--- config.mk ---
export PLATFORM = sky130hd
export DESIGN_NAME = fe_uop_queue_flat
export DESIGN_NICKNAME = d
export VERILOG_FILES = /design/src/rtl/fe_pkg.sv /design/src/rtl/fe_uop_queue_if.sv /design/src/rtl/fe_uop_queue_mem.sv /design/src/rtl/fe_uop_queue.sv /design/src/flat_wrapper.sv
export SDC_FILE = /design/constraint.sdc
export NUM_CORES = 1
export LEC_CHECK = 0
export ABC_CLOCK_PERIOD_IN_PS = 17800
export CAP_MARGIN = 20
export CORE_UTILIZATION = 45
export DETAILED_ROUTE_END_ITERATION = 16
export PLACE_DENSITY = 0.75
export SYNTH_ARGS = -nofsm -noshare
export SYNTH_HDL_FRONTEND = slang
export SYNTH_SLANG_ARGS = --single-unit
--- constraint.sdc ---
create_clock -name clk -period 17.8 [get_ports clk]
set_input_delay 3.56 -clock clk [delete_from_list [all_inputs] [get_ports clk]]
set_output_delay 3.56 -clock clk [all_outputs]
set_load 0.01 [all_outputs]
--- src/rtl/fe_pkg.sv ---
// Types shared by the decode, uop-queue and rename interfaces.
// fe_uop_t is the packed uop record that flows from decode to rename.
package fe_pkg;
  localparam int XLEN  = 32;
  localparam int UOP_W = 8;
  localparam int REG_W = 5;
  localparam int BHR_W = 10;

  typedef struct packed {
    logic [UOP_W-1:0] uop;
    logic             eoi;
    logic [REG_W-1:0] dr;
    logic [REG_W-1:0] sr1;
    logic [REG_W-1:0] sr2;
    logic [XLEN-1:0]  imm;
    logic             use_imm;
    logic [XLEN-1:0]  pc;
    logic             exception;
    logic [BHR_W-1:0] bhr;
  } fe_uop_t;

  localparam int FE_UOP_W = $bits(fe_uop_t);
endpackage

--- src/rtl/fe_uop_queue_if.sv ---
// Decode-to-rename uop queue bundle: enqueue side, dequeue side, status.
// master is the surrounding pipeline; slave is the queue itself.
interface fe_uop_queue_if
  import fe_pkg::*;
#(
  parameter int DEPTH = 8
);
  localparam int CW = $clog2(DEPTH) + 1;

  logic             flush;
  logic             enq_valid;
  logic [UOP_W-1:0] enq_uop;
  logic             enq_eoi;
  logic [REG_W-1:0] enq_dr, enq_sr1, enq_sr2;
  logic [XLEN-1:0]  enq_imm;
  logic             enq_use_imm;
  logic [XLEN-1:0]  enq_pc;
  logic             enq_exception;
  logic [BHR_W-1:0] enq_bhr;
  logic             stall_out;

  logic             deq_valid;
  logic             deq_ready;
  logic [UOP_W-1:0] deq_uop;
  logic             deq_eoi;
  logic [REG_W-1:0] deq_dr, deq_sr1, deq_sr2;
  logic [XLEN-1:0]  deq_imm;
  logic             deq_use_imm;
  logic [XLEN-1:0]  deq_pc;
  logic             deq_exception;
  logic [BHR_W-1:0] deq_bhr;
  logic [CW-1:0]    count;
  logic             overflow;

  modport master (
    output flush, enq_valid, enq_uop, enq_eoi, enq_dr, enq_sr1, enq_sr2,
           enq_imm, enq_use_imm, enq_pc, enq_exception, enq_bhr, deq_ready,
    input  stall_out, deq_valid, deq_uop, deq_eoi, deq_dr, deq_sr1, deq_sr2,
           deq_imm, deq_use_imm, deq_pc, deq_exception, deq_bhr, count, overflow
  );

  modport slave (
    input  flush, enq_valid, enq_uop, enq_eoi, enq_dr, enq_sr1, enq_sr2,
           enq_imm, enq_use_imm, enq_pc, enq_exception, enq_bhr, deq_ready,
    output stall_out, deq_valid, deq_uop, deq_eoi, deq_dr, deq_sr1, deq_sr2,
           deq_imm, deq_use_imm, deq_pc, deq_exception, deq_bhr, count, overflow
  );
endinterface

--- src/rtl/fe_uop_queue_mem.sv ---
// Uop storage: DEPTH flop entries, one write port, one combinational read port.
// Contents are intentionally not reset; occupancy tracking lives in the parent.
module fe_uop_queue_mem
  import fe_pkg::*;
#(
  parameter int DEPTH = 8,
  parameter int AW    = $clog2(DEPTH)
) (
  input  logic                clk,
  input  logic                i_we,
  input  logic [AW-1:0]       i_waddr,
  input  logic [FE_UOP_W-1:0] i_wdata,
  input  logic [AW-1:0]       i_raddr,
  output logic [FE_UOP_W-1:0] o_rdata
);
  logic [FE_UOP_W-1:0] r_mem [DEPTH];

  always_ff @(posedge clk) begin
    if (i_we) r_mem[i_waddr] <= i_wdata;
  end

  assign o_rdata = r_mem[i_raddr];
endmodule

--- src/rtl/fe_uop_queue.sv ---
// Decoupling FIFO between decode and rename, with early frontend stall,
// resteer flush and a sticky overflow flag for dropped enqueues.
module fe_uop_queue
  import fe_pkg::*;
#(
  parameter int DEPTH        = 8,
  parameter int STALL_THRESH = 2
) (
  input  logic          clk,
  input  logic          rst,
  fe_uop_queue_if.slave q
);
  localparam int AW = $clog2(DEPTH);
  localparam int CW = AW + 1;

  logic [AW-1:0] r_head, r_tail;
  logic [CW-1:0] r_count, w_count_next;
  logic          r_stall, r_overflow;
  logic          w_deq_fire, w_enq_fire, w_drop;
  fe_uop_t       w_wdata, w_rdata;

  assign w_deq_fire = (r_count != '0) && q.deq_ready;
  // A full queue still accepts when the head leaves in the same cycle.
  assign w_enq_fire = q.enq_valid && ((r_count < CW'(DEPTH)) || w_deq_fire) && !q.flush;
  assign w_drop     = q.enq_valid && !q.flush && (r_count == CW'(DEPTH)) && !w_deq_fire;

  always_comb begin
    w_count_next = r_count;
    if (q.flush) begin
      w_count_next = '0;
    end else begin
      case ({w_enq_fire, w_deq_fire})
        2'b10:   w_count_next = r_count + CW'(1);
        2'b01:   w_count_next = r_count - CW'(1);
        default: w_count_next = r_count;
      endcase
    end
  end

  always_ff @(posedge clk or posedge rst) begin
    if (rst) begin
      r_head     <= '0;
      r_tail     <= '0;
      r_count    <= '0;
      r_stall    <= 1'b0;
      r_overflow <= 1'b0;
    end else begin
      if (q.flush) begin
        r_head <= '0;
        r_tail <= '0;
      end else begin
        if (w_enq_fire) r_tail <= r_tail + AW'(1);
        if (w_deq_fire) r_head <= r_head + AW'(1);
      end
      r_count <= w_count_next;
      // Registered from the next occupancy so the frontend sees it one cycle sooner.
      r_stall <= (w_count_next >= CW'(DEPTH - STALL_THRESH)) && !q.flush;
      if (w_drop) r_overflow <= 1'b1;
    end
  end

  always_comb begin
    w_wdata           = '0;
    w_wdata.uop       = q.enq_uop;
    w_wdata.eoi       = q.enq_eoi;
    w_wdata.dr        = q.enq_dr;
    w_wdata.sr1       = q.enq_sr1;
    w_wdata.sr2       = q.enq_sr2;
    w_wdata.imm       = q.enq_imm;
    w_wdata.use_imm   = q.enq_use_imm;
    w_wdata.pc        = q.enq_pc;
    w_wdata.exception = q.enq_exception;
    w_wdata.bhr       = q.enq_bhr;
  end

  fe_uop_queue_mem #(.DEPTH(DEPTH), .AW(AW)) u_mem (
    .clk     (clk),
    .i_we    (w_enq_fire),
    .i_waddr (r_tail),
    .i_wdata (w_wdata),
    .i_raddr (r_head),
    .o_rdata (w_rdata)
  );

  assign q.deq_valid     = (r_count != '0);
  assign q.deq_uop       = w_rdata.uop;
  assign q.deq_eoi       = w_rdata.eoi;
  assign q.deq_dr        = w_rdata.dr;
  assign q.deq_sr1       = w_rdata.sr1;
  assign q.deq_sr2       = w_rdata.sr2;
  assign q.deq_imm       = w_rdata.imm;
  assign q.deq_use_imm   = w_rdata.use_imm;
  assign q.deq_pc        = w_rdata.pc;
  assign q.deq_exception = w_rdata.exception;
  assign q.deq_bhr       = w_rdata.bhr;
  assign q.count         = r_count;
  assign q.stall_out     = r_stall;
  assign q.overflow      = r_overflow;
endmodule

--- src/flat_wrapper.sv ---
// flat-port wrapper written by rule: the top's interface ports become plain ports
module fe_uop_queue_flat import fe_pkg::*;
#(
  parameter int DEPTH        = 8,
  parameter int STALL_THRESH = 2
)
  (clk, rst, q_flush, q_enq_valid, q_enq_uop, q_enq_eoi, q_enq_dr, q_enq_sr1, q_enq_sr2, q_enq_imm, q_enq_use_imm, q_enq_pc, q_enq_exception, q_enq_bhr, q_deq_ready, q_stall_out, q_deq_valid, q_deq_uop, q_deq_eoi, q_deq_dr, q_deq_sr1, q_deq_sr2, q_deq_imm, q_deq_use_imm, q_deq_pc, q_deq_exception, q_deq_bhr, q_count, q_overflow);
  fe_uop_queue_if #(.DEPTH(DEPTH)) q_i ();
  input  logic clk;
  input  logic rst;
  input wire logic [$bits(q_i.flush)-1:0] q_flush;
  input wire logic [$bits(q_i.enq_valid)-1:0] q_enq_valid;
  input wire logic [$bits(q_i.enq_uop)-1:0] q_enq_uop;
  input wire logic [$bits(q_i.enq_eoi)-1:0] q_enq_eoi;
  input wire logic [$bits(q_i.enq_dr)-1:0] q_enq_dr;
  input wire logic [$bits(q_i.enq_sr1)-1:0] q_enq_sr1;
  input wire logic [$bits(q_i.enq_sr2)-1:0] q_enq_sr2;
  input wire logic [$bits(q_i.enq_imm)-1:0] q_enq_imm;
  input wire logic [$bits(q_i.enq_use_imm)-1:0] q_enq_use_imm;
  input wire logic [$bits(q_i.enq_pc)-1:0] q_enq_pc;
  input wire logic [$bits(q_i.enq_exception)-1:0] q_enq_exception;
  input wire logic [$bits(q_i.enq_bhr)-1:0] q_enq_bhr;
  input wire logic [$bits(q_i.deq_ready)-1:0] q_deq_ready;
  output wire logic [$bits(q_i.stall_out)-1:0] q_stall_out;
  output wire logic [$bits(q_i.deq_valid)-1:0] q_deq_valid;
  output wire logic [$bits(q_i.deq_uop)-1:0] q_deq_uop;
  output wire logic [$bits(q_i.deq_eoi)-1:0] q_deq_eoi;
  output wire logic [$bits(q_i.deq_dr)-1:0] q_deq_dr;
  output wire logic [$bits(q_i.deq_sr1)-1:0] q_deq_sr1;
  output wire logic [$bits(q_i.deq_sr2)-1:0] q_deq_sr2;
  output wire logic [$bits(q_i.deq_imm)-1:0] q_deq_imm;
  output wire logic [$bits(q_i.deq_use_imm)-1:0] q_deq_use_imm;
  output wire logic [$bits(q_i.deq_pc)-1:0] q_deq_pc;
  output wire logic [$bits(q_i.deq_exception)-1:0] q_deq_exception;
  output wire logic [$bits(q_i.deq_bhr)-1:0] q_deq_bhr;
  output wire logic [$bits(q_i.count)-1:0] q_count;
  output wire logic [$bits(q_i.overflow)-1:0] q_overflow;
  assign q_i.flush = q_flush;
  assign q_i.enq_valid = q_enq_valid;
  assign q_i.enq_uop = q_enq_uop;
  assign q_i.enq_eoi = q_enq_eoi;
  assign q_i.enq_dr = q_enq_dr;
  assign q_i.enq_sr1 = q_enq_sr1;
  assign q_i.enq_sr2 = q_enq_sr2;
  assign q_i.enq_imm = q_enq_imm;
  assign q_i.enq_use_imm = q_enq_use_imm;
  assign q_i.enq_pc = q_enq_pc;
  assign q_i.enq_exception = q_enq_exception;
  assign q_i.enq_bhr = q_enq_bhr;
  assign q_i.deq_ready = q_deq_ready;
  assign q_stall_out = q_i.stall_out;
  assign q_deq_valid = q_i.deq_valid;
  assign q_deq_uop = q_i.deq_uop;
  assign q_deq_eoi = q_i.deq_eoi;
  assign q_deq_dr = q_i.deq_dr;
  assign q_deq_sr1 = q_i.deq_sr1;
  assign q_deq_sr2 = q_i.deq_sr2;
  assign q_deq_imm = q_i.deq_imm;
  assign q_deq_use_imm = q_i.deq_use_imm;
  assign q_deq_pc = q_i.deq_pc;
  assign q_deq_exception = q_i.deq_exception;
  assign q_deq_bhr = q_i.deq_bhr;
  assign q_count = q_i.count;
  assign q_overflow = q_i.overflow;
  fe_uop_queue #(.DEPTH(DEPTH), .STALL_THRESH(STALL_THRESH)) u_core (.clk(clk), .rst(rst), .q(q_i));
endmodule
# Word level (Yosys, flattened, before mapping)

Memories as Yosys holds them, arrays and structs flattened.
Index checks and enable logic that the tools add are counted.

Flip-flop bits (word level): 12
Bits in writable memories: 800
Memories: 1
Logic and storage cells: 36

Eq/ne operators: 3
Order comparisons: 2
Reduce and logical (&&, ||, !) cells: 13
Add/subtract/negate cells: 4
Multiplexer cells: 8

Memories:

| memory             | depth | width | rd ports | clocked after memory_dff | write ports | line                   | RTL |
|---|---|---|---|---|---|---|---|
| u_core.u_mem.r_mem | 8     | 100   | 1        | 0                        | 1           | fe_uop_queue_mem.sv:16 | `logic [FE_UOP_W-1:0] r_mem [DEPTH];` |

Operator list:

| cell                                                 | count |
|---|---|
| 2-to-1 mux 3 bit                                     | 4 |
| case mux 4 bit (2 select lines)                      | 1 |
| logical AND 1 bit                                    | 7 |
| adder 3 x 1 -> 3 bit (second input constant)         | 2 |
| adder 4 x 1 -> 4 bit (second input constant)         | 1 |
| equality test 4 bit (second input constant)          | 1 |
| >= comparator 4 x 3 -> 1 bit (second input constant) | 1 |
| less-than comparator 4 bit (second input constant)   | 1 |
| 2-to-1 mux 4 bit                                     | 1 |
| nonzero test 2 bit                                   | 2 |
| nonzero test 4 bit                                   | 1 |
| subtractor 4 x 1 -> 4 bit (second input constant)    | 1 |
| equality test 2 x 1 -> 1 bit (second input constant) | 1 |
| equality test 2 bit (second input constant)          | 1 |
| logical NOT 1 bit                                    | 2 |
| 2-to-1 mux 1 bit                                     | 2 |
| logical OR 1 bit                                     | 1 |

# Logic depth before layout (Yosys ltp)

Gate-level depths: netlist of the first run.

Depth after elaboration: 10
Depth in mapped cells: 10
Mapped depth without buffers: 10

# By module

Synthesis of the first run repeated with hierarchy kept, for this count alone.

Cells, all modules: 1,235
Area, all modules: 30,852.1 um^2

By module, submodules not included:

| module           | instances | area an instance (um^2) | cells an instance | seq. area each (um^2) |
|---|---|---|---|---|
| fe_uop_queue_mem | 1         | 30,173.9                | 1,168             | 24,023.0 |
| fe_uop_queue     | 1         | 678.2                   | 67                | 300.3 |

# Worst setup path after synthesis of the first run

No wires, ideal clock.

Kind: input -> register
Start point: input q_deq_ready
End point: memory u_core.u_mem.r_mem[0][0] (netlist name) (enable)
Stages on the path: 4
Arrival: 10.968 ns
Setup slack: 6.151 ns
Cell sequence: nand2b_1 nand2_1 or3_1 nor3_1

Longest elaborated chain between the ends: 6

RTL lines:

| item                                   | line                   | RTL |
|---|---|---|
| start, declared                        | flat_wrapper.sv:23     | `input wire logic [$bits(q_i.deq_ready)-1:0] q_deq_ready;` |
| logical AND 1 bit                      | fe_uop_queue.sv:22     | `assign w_deq_fire = (r_count != '0) && q.deq_ready;` |
| logical OR 1 bit                       | fe_uop_queue.sv:24     | `assign w_enq_fire = q.enq_valid && ((r_count < CW'(DEPTH)) \|\| w_deq_fire) && !q.flush;` |
| logical AND 1 bit (2 in a row)         | fe_uop_queue.sv:24     |  |
| 2-to-1 mux 1 bit                       | fe_uop_queue_mem.sv:19 | `if (i_we) r_mem[i_waddr] <= i_wdata;` |
| 2-to-1 mux 1 bit (implied by the code) | fe_uop_queue_mem.sv:19 |  |
| end, declared                          | fe_uop_queue_mem.sv:16 |  |

Every way passes these cells.

# Final worst setup path of the first run

Start point: register u_core.r_head[0]
End point: output q_deq_dr[2]

Longest elaborated chain between the ends: 1

RTL lines:

| item                      | line               | RTL |
|---|---|---|
| start, declared           | fe_uop_queue.sv:16 | `logic [AW-1:0] r_head, r_tail;` |
| start signal, assigned    | fe_uop_queue.sv:53 | `if (w_deq_fire) r_head <= r_head + AW'(1);` |
| memory read (8 x 100 bit) | n/a                |  |
| end, declared             | flat_wrapper.sv:28 | `output wire logic [$bits(q_i.deq_dr)-1:0] q_deq_dr;` |

Every way passes these cells.

==> metrics.md, run 1 <==
| Metric | Value |
|---|---|
| GRT Residual Overflow | 0 |
| First-pass GRT wire length | 91.9 mm |
| Fin Setup TNS | 0 ps |
| Warnings, synthesis | 0 |
| Core Box Area | 67600 um2 |
| Top-count cell post-synth | edfxtp_1 |
| Delay of the slowest critical-path stage | 1000 ps |
| Critical path launch point type | flop |
| Setup Skew | 17.1 ps |
| Synth Area in Compound Gates | 0.247% |
| Syn Inst Count | 1234 |
| Syn Nets | 1344 |
| Dominant cell type by area after synthesis | edfxtp_1 |
| Max-Cap Viols | 0 |
| Layout cells sized above 1 | 28.7% |
| Pwr/cell area | 131 nW/um2 |
| Routed WL | 60.9 mm |
| Placed cell area | 33900 um2 |
| DR vias | 13565 |
| Dpl ws | 9820 ps |
| Area growth, synth to finish | 17.7% |
| Gp weighted congestion | 0.696 |
| CTS Hold Bufs | 0 |
| Status | finished, final reports clean |
| DR iter-0 viols | 925 |
| Nets | 1611 |
| CTS H-tree lvls | 3 |
| Max-slew violations | 0 |
| Ranking of synthesized cells by area | edfxtp_1 78%, mux4_2 15%, mux2_2 3.6%, buf_12 1.4%, dfrtp_1 0.97% |
| Root Driver | clkbuf_16 |
| Port Buffers | 211 |
| Vias in the first global route | 14615 |
| Synthesized area per cell | 25.1 um2 |
| VDD IR max | 0.0948 mV |
| Crit-path slowest cell | dfrtp_4 |
| Pleak | 11.2 nW |
| Post-synth top cells | 800 x edfxtp_1, 200 x mux4_2, 99 x mux2_2 |
| Non-Filler Instances | 2438 |
| Post-Syn Area | 30900 um2 |
| Residual DRC | 0 |
| Crit share post-route | 47.5% |
| CP Class | flop to primary output |
| Peak fanout along the critical path | 50 |
| Post-DRT Antenna Nets | 0 |
| Clock slew at reported path FFs | 60 ps |
| Drt first pass iters | 5 |
| Min-delay worst type | flop to flop |
| Worst Tran Pin Value | 1050 ps |
| Sequential area share after synthesis | 78.6% |
| Rows | 95 |
| Crit end category | primary output |
| Cts repair resizes | 0 |
| Drt wl/cell | 25.0 um |
| TritonCTS clock tree | done |
| Dpl cells | 2288 |
| Design area | 36400 um2 |
| Yosys top cell area share | 77.6% |
| DP HPWL | 32.3 mm |
| Most used cell, CP | buf_4 |
| Antenna violations before repair | 8 |
| Worst EP arrival | 4890 ps |
| Worst skew pair latency | 620 ps |
| Post-synthesis mux area share | 18.3% |
| RSZ-0062 raised after global routing | false |
| Number of flops mapped to enable cells by yosys | 800 |
| Full die area | 69800 um2 |
| Longest Clk Path Bufs | 3 |
| Power Total | 4.77 mW |
| Total GRT Usage | 17.8% |
| Simple-Gate Fraction of Synth Area | 0.578% |
| XOR/XNOR Fraction of Synth Area | 0.198% |
| Worst endpoint required time | 14240 ps |
| #FFs+latches synth | 812 |
| TritonCTS buffer count | 84 |
| Ys flop type | edfxtp_1 |
| Pin count of the biggest net entering global routing | 75 |
| Hold violation count in the final report | 0 |
| Fmax achieved | 0.118 GHz |
| Vias per cell | 5.56 |
| Worst R2R Setup Slack | 14730 ps |
| Initial Utilization | 45.8% |
| Combinational family with the most area after synthesis | multiplexers |
| Tmin final | 8450 ps |
| # IOs | 212 |
| # setup viols final | 0 |
| Die X | 264 um |
| Post-synth ARST share | 1.48% |
| Chip height | 264 um |
| Post-CTS setup buffers | 0 |
| Clock sink count | 812 |
| Critical path, cell by cell | buf_4 -> buf_4 -> mux4_2 -> mux2_2 -> clkdlybuf4s50_1 |
| Slew HR | 30.0% |
| Synth unique cells | 32 |
| Area share of fa/ha/maj cells after synthesis | 0.202% |
| Fin worst setup slack | 9350 ps |
## stage by stage
stage / hold slack, ps / utilization, %
floorplan: 493 / -
global placement: 450 / 50.0
detailed placement: 445 / 50.1
CTS: 462 / 53.8
global route: 475 / 53.8
finish: 462 / 53.8
## power by group
| group | internal (mW) | switching (mW) |
|---|---|---|
| Combinational | 0.556 | 0.393 |
| Clock | 0.919 | 0.700 |
| Sequential | 2.15 | 0.0468 |
## logic make-up after synthesis
kind of cell    Yosys count
xor+xnor                  7
buf+inv                  60
simple gates             36
compound gates           11
flops                   812
fa+ha+maj                 5
mux                     303
## flip-flops by register name, summed over array words and instances, names as in the netlist
name,flops
u_core.r_tail,3
u_core.u_mem.r_mem,800
u_core.r_head,3
u_core.q.stall_out,1
u_core.q.count,4
u_core.q.overflow,1
## routing by layer
| layer | wire (um) | global-route usage [%] |
|---|---|---|
| met1 | 26100 | 24.4 |
| met2 | 30200 | 29.1 |
| met4 | 1070 | 5.14 |
| met3 | 3400 | 3.60 |
| met5 | 89 | 0 |
## placed cells by master, fill, tap and decap left out, types with 3 or more instances in the layout
cell / netlist / final
ha_1: 5 / 5
edfxtp_1: 800 / 800
nand3_1: 3 / 3
mux2_2: 99 / 99
inv_6: 0 / 5
dfrtp_4: 0 / 3
nor2_4: 0 / 6
clkinv_8: 0 / 3
clkbuf_16: 0 / 84
dfrtp_1: 12 / 9
mux4_2: 200 / 200
bufinv_16: 0 / 3
clkbuf_1: 20 / 24
a21oi_1: 4 / 4
clkinv_1: 0 / 17
buf_4: 0 / 27
nand2_1: 4 / 4
clkdlybuf4s50_1: 0 / 211
clkinv_2: 0 / 11
nor2_1: 14 / 8
xor2_1: 6 / 6
mux2i_1: 3 / 3
nand2b_1: 5 / 5
## final timing paths
kind / start / endpoint / depth (start not counted)
max: u_core.r_head[0] / q_deq_dr[2] / 5
min: u_core.q.overflow / u_core.q.overflow / 1
max reg2reg: u_core.q.count[3] / u_core.u_mem.r_mem[2][30] / 5
min reg2reg: u_core.q.overflow / u_core.q.overflow / 1
max in group asynchronous: rst / u_core.r_head[2] / 2
min in group asynchronous: rst / u_core.q.count[2] / 2
## worst max-delay path: cells and delay by family (launching register included)
| kind | cells | cell delay (ps) |
|---|---|---|
| muxes | 2 | 890 |
| DFF | 1 | 1000 |
| buffers and inverters | 3 | 2280 |
## layout make-up
cell class	count	area, um2
antenna	1	2.50
clock buffer	108	2190
clock inverter	41	342
fill	4964	31200
inverter	2	7.51
multi-input combinational	362	6100
sequential	812	24300
tap	873	1090
timing repair buffer	239	2340
No activity file was read; power rests on OpenSTA's default activity.
==> run 2: changes to the inputs <==
- ABC_CLOCK_PERIOD_IN_PS: 17800 -> 7550
- PLACE_DENSITY: 0.75 -> 0.77
- clock period: 17.8 -> 7.55 ns (I/O delays scaled with it)
==> run 2 against run 1 <==
  * Sequential share of layout area is 0.53 points lower
  * Non-clock buffer count is 2 lower
  * Clock power grew to 2.5 times the previous value
  * Critical endpoint is now q_deq_pc[9]
  * Largest power group unchanged
==> metrics.md, run 2 (synthesis gave the netlist of run 1 again) <==
| Metric | Value |
|---|---|
| Status | finished, final reports clean |
| Final Util | 54.3% |
| # IOs | 212 |
| Pin count of the biggest net entering global routing | 81 |
| Hold violation count in the final report | 0 |
| Pwr/cell area | 314 nW/um2 |
| Power Total | 11.5 mW |
| Crit end category | primary output |
| Worst Tran Pin Value | 1090 ps |
| Root Driver | clkbuf_16 |
| Worst skew pair latency | 630 ps |
| TritonCTS clock tree | done |
| Rows | 95 |
| Drt wl/cell | 25.0 um |
| Gp weighted congestion | 0.701 |
| Filler instances | 4884 |
| Core Box Area | 67600 um2 |
| TritonCTS buffer count | 83 |
| Critical path launch point type | flop |
| CTS H-tree lvls | 3 |
| Commonest non-fill, non-tap cell in the layout | edfxtp_1 |
| CP Class | flop to primary output |
| Crit share post-route | 67.3% |
| Vias per cell | 5.59 |
| # setup viols final | 0 |
| Min-delay worst type | flop to flop |
| Area growth, synth to finish | 18.6% |
| Fmax achieved | 0.197 GHz |
| Initial Utilization | 45.8% |
| Tmin final | 5080 ps |
| Max-slew violations | 0 |
| Nets | 1608 |
| Max-Cap Viols | 0 |
| Port Buffers | 211 |
| GRT Residual Overflow | 0 |
| Longest Clk Path Bufs | 3 |
| First-pass GRT wire length | 91.0 mm |
| Most frequent cells in the layout | 800 x edfxtp_1, 211 x clkdlybuf4s50_1, 200 x mux4_2 |
| DR vias | 13639 |
| Total GRT Usage | 17.6% |
| Full die area | 69800 um2 |
| Vias in the first global route | 14742 |
| Setup Skew | 15.4 ps |
| VDD IR max | 0.242 mV |
| Fin Setup TNS | 0 ps |
| CTS Hold Bufs | 0 |
| Drt first pass iters | 6 |
| Chip height | 264 um |
| Max reg flops | 800 |
| Residual DRC | 0 |
| Peak fanout along the critical path | 38 |
| RSZ-0062 raised after global routing | false |
| Post-DRT Antenna Nets | 0 |
| DR iter-0 viols | 949 |
| Largest Register | u_core.u_mem.r_mem |
| Worst endpoint required time | 6040 ps |
| Post-CTS setup buffers | 0 |
| Antenna violations before repair | 5 |
| Die X | 264 um |
| Routed WL | 61.1 mm |
| Layout cells sized above 1 | 29.4% |
| Clock slew at reported path FFs | 60 ps |
| Pleak | 11.3 nW |
| Cts repair resizes | 0 |
| Clock sink count | 812 |
| DP HPWL | 31.7 mm |
| Worst EP arrival | 3570 ps |
| Slew HR | 27.5% |
## run 2: cell types whose count changed in the layout (fill, tap and decap cells not counted), moves of 2 or more
cell / delta
buf_4: -8
buf_12: +7
bufinv_16: +7
clkbuf_1: -7
clkinvlp_4: +3
clkbuf_8: +2
clkinv_2: +2
clkinv_8: -2
nor3_2: -2
nor3_4: +2
## run 2: power breakdown
part / internal, mW / total [mW] / switching (mW)
Clock: 2.41 / 4.10 / 1.69
Sequential: 5.07 / 5.17 / 0.101
Combinational: 1.32 / 2.26 / 0.943
## run 2: metrics by stage
step | setup slack, ps | std cells | instance area [um2] | hold slack, ps
3_3_place_gp | 2960 | 2286 | 33900 | 446
4_1_cts | 2310 | 2440 | 36700 | 470
6_report | 2470 | 2442 | 36700 | 468
5_1_grt | 2200 | 2441 | 36700 | 499
2_1_floorplan | 637 | 1234 | 31000 | 493
3_5_place_dp | 2940 | 2286 | 33900 | 447
## run 2: final cells by class
class | instances | area, um2 | area share, %
multi-input cells | 362 | 6110 | 16.7
inverters | 2 | 7.51 | 0.0205
clock inverters | 52 | 587 | 1.60
diodes | 2 | 5.00 | 0.0136
repair buffers | 237 | 2390 | 6.53
flip-flops and latches | 812 | 24300 | 66.3
clock buffers | 102 | 2170 | 5.91
well taps | 873 | 1090 | 2.98
## run 2: worst max-delay path: stages, from the launching register on
cell and delay [ps]:
dfrtp_4 820, buf_4 710, mux4_2 600, mux2_2 320, clkdlybuf4s50_1 490
## run 2: final timing paths
| check | from | end | slack (ps) | depth (start not counted) |
|---|---|---|---|---|
| max in group asynchronous | rst | u_core.r_head[0] | 5960 | 2 |
| setup reg to reg | u_core.q.count[3] | u_core.u_mem.r_mem[4][70] | 4530 | 5 |
| hold reg to reg | u_core.q.overflow | u_core.q.overflow | 470 | 1 |
| setup / recovery | u_core.r_head[0] | q_deq_pc[9] | 2470 | 4 |
| min in group asynchronous | rst | u_core.q.overflow | 1220 | 2 |
| hold / removal | u_core.q.overflow | u_core.q.overflow | 470 | 1 |
## run 2: per-layer routing
layer	routed length, um	global-route usage (%)	up-vias	share of wire (%)
met5	32	0	-	0.052
met4	1310	5.67	6	2.1
met3	3310	3.44	93	5.4
met2	30800	29.4	393	50
met1	25600	23.4	7321	42
li1	-	-	5826	-
==> run 3: changes to the inputs <==
- ABC_CLOCK_PERIOD_IN_PS: 7550 -> 4800
- PLACE_DENSITY: 0.77 -> 0.75
- clock period: 7.55 -> 4.8 ns (I/O delays scaled with it)
==> run 3 against run 2 <==
  * Clock skew rose by 7.2 ps
  * Non-clock buffer count is 28 higher
  * Final area up 1.1%
  * Wire length is 1.9% lower
  * First-iteration DRC count up 13%
  * Die area did not move
  * Critical path depth grew 1
  * Register-to-register slack got worse by 2400 ps
  * Global-route usage shrank 0.31 points
  * Clock power rose by 55%
  * Critical path type unchanged
  * Setup slack worse by 1900 ps
  * Count of clock-buffer cells in the layout is 6 lower
==> metrics.md, run 3 (synthesis gave the netlist of run 1 again) <==
| Metric | Value |
|---|---|
| Crit share post-route | 87.9% |
| Root Driver | clkbuf_16 |
| Worst EP arrival | 3260 ps |
| Residual DRC | 0 |
| Peak fanout along the critical path | 32 |
| Largest Register | u_core.u_mem.r_mem |
| Core Box Area | 67600 um2 |
| TritonCTS buffer count | 82 |
| Clock Power Share | 34.9% |
| VDD IR max | 0.431 mV |
| Initial Utilization | 45.8% |
| Comb power frac | 20.6% |
| Pleak | 11.5 nW |
| Longest Clk Path Bufs | 3 |
| Hold violation count in the final report | 0 |
| Most frequent cells in the layout | 800 x edfxtp_1, 211 x clkdlybuf4s50_1, 200 x mux4_2 |
| Rows | 95 |
| Nets | 1635 |
| Vias in the first global route | 14814 |
| Fmax achieved | 0.237 GHz |
| Die X | 264 um |
| Cts repair resizes | 0 |
| Drt wl/cell | 24.3 um |
| DR iter-0 viols | 1074 |
| Crit end category | primary output |
| CP Class | flop to primary output |
| CTS Hold Bufs | 0 |
| Filler instances | 4869 |
| Max-Cap Viols | 0 |
| Delay of the slowest critical-path stage | 700 ps |
| Worst skew pair latency | 620 ps |
| TritonCTS clock tree | done |
| Routed WL | 59.9 mm |
| Non-Filler Instances | 2467 |
| GRT Residual Overflow | 0 |
| Layout cells sized above 1 | 30.8% |
| NetSw | 4.28 mW |
| Post-DRT Antenna Nets | 0 |
| Status | finished, final reports clean |
| Commonest non-fill, non-tap cell in the layout | edfxtp_1 |
| Worst Tran Pin Value | 851 ps |
| # IOs | 212 |
| Most used cell, CP | buf_12 |
| Pwr/cell area | 490 nW/um2 |
| CTS H-tree lvls | 3 |
| Design area | 37100 um2 |
| Antenna violations before repair | 7 |
| Vias per cell | 5.54 |
| Chip height | 264 um |
| Reg power frac | 44.6% |
| Area growth, synth to finish | 19.9% |
| Setup Skew | 22.6 ps |
| First-pass GRT wire length | 90.4 mm |
| Full die area | 69800 um2 |
| Crit-path slowest cell | dfrtp_4 |
| Clock sink count | 812 |
| Pin count of the biggest net entering global routing | 101 |
| Sw frac | 23.5% |
| Worst endpoint required time | 3840 ps |
| Drt first pass iters | 5 |
| Critical path launch point type | flop |
| Cell internal pwr | 13.9 mW |
| DR vias | 13659 |
| Slew HR | 43.2% |
| RSZ-0062 raised after global routing | false |
| Clock slew at reported path FFs | 60 ps |
| DP HPWL | 32.5 mm |
| Min-delay worst type | flop to flop |
| Tmin final | 4220 ps |
| Max-slew violations | 0 |
| # setup viols final | 0 |
| Total GRT Usage | 17.3% |
| Port Buffers | 211 |
| Max reg flops | 800 |
| Post-CTS setup buffers | 0 |
| Critical path, cell by cell | buf_12 -> buf_12 -> mux4_2 -> mux2_2 -> clkdlybuf4s50_1 |
| Gp weighted congestion | 0.719 |
| Dpl cells | 2314 |
| Placed cell area | 34400 um2 |
==> run 3: cell count changes in the layout (fill, tap and decap cells not counted) <==
cell / delta
inv_6: -3
clkinv_2: +3
clkbuf_16: +2
clkinv_16: -1
buf_12: +18
inv_16: -1
clkinvlp_4: +4
clkbuf_1: -6
diode_2: +1
bufinv_16: -1
buf_4: +10
clkinv_8: +1
clkbuf_8: -2
==> run 3: routing by layer <==
layer | GRT usage [%] | vias up | routed length [um]
met5 | 0 | - | 34
met2 | 28.6 | 371 | 30200
met1 | 23.1 | 7286 | 25300
li1 | - | 5896 | -
met3 | 3.32 | 100 | 3020
met4 | 6.18 | 6 | 1400
==> run 3: area by class of cell <==
| cell class | count | area (um2) | area share [%] |
|---|---|---|---|
| Clock buffer | 96 | 2170 | 5.85 |
| Antenna cell | 3 | 7.51 | 0.0202 |
| Inverter | 2 | 7.51 | 0.0202 |
| Sequential cell | 812 | 24300 | 65.6 |
| Timing Repair Buffer | 265 | 2830 | 7.63 |
| Clock inverter | 54 | 542 | 1.46 |
| Tap cell | 873 | 1090 | 2.94 |
| Multi-Input combinational cell | 362 | 6110 | 16.5 |
==> run 3: worst paths after layout <==
kind / startpoint / to / slack [ps] / cells after the start
min in group asynchronous: rst / u_core.q.stall_out / 670 / 2
hold / removal: u_core.q.overflow / u_core.q.overflow / 480 / 1
max in group asynchronous: rst / u_core.r_head[1] / 3770 / 2
setup / recovery: u_core.r_head[0] / q_deq_imm[4] / 580 / 5
hold reg to reg: u_core.q.overflow / u_core.q.overflow / 480 / 1
setup reg to reg: u_core.q.count[3] / u_core.u_mem.r_mem[2][42] / 2130 / 5
==> run 3: critical path: cells and delay by family, from the launching register on <==
family	cells	cell delay, ps
buffers and inverters	3	1040
multiplexers	2	820
flip-flops	1	700
==> run 3: stage by stage <==
step / worst slack, ps / power [mW] / setup TNS (ps) / util (%) / hold slack (ps)
after detailed placement: 1100 / 12.0 / 0 / 50.8 / 459
after global routing: 415 / 18.8 / 0 / 54.8 / 501
after floorplan: -1560 / 10.9 / -1060730 / - / 493
final: 583 / 18.2 / 0 / 54.8 / 479
after global placement: 1130 / 12.0 / 0 / 50.8 / 445
after CTS: 524 / 18.4 / 0 / 54.8 / 477
==> run 3: power by group through the flow <==
stage	sequential (mW)	combinational (mW)	clock [mW]
2_1_floorplan	8.19	2.72	0
3_3_place_gp	8.24	3.74	0
3_5_place_dp	8.25	3.79	0
4_1_cts	8.10	3.82	6.47
5_1_grt	8.12	3.99	6.72
6_report	8.10	3.74	6.34
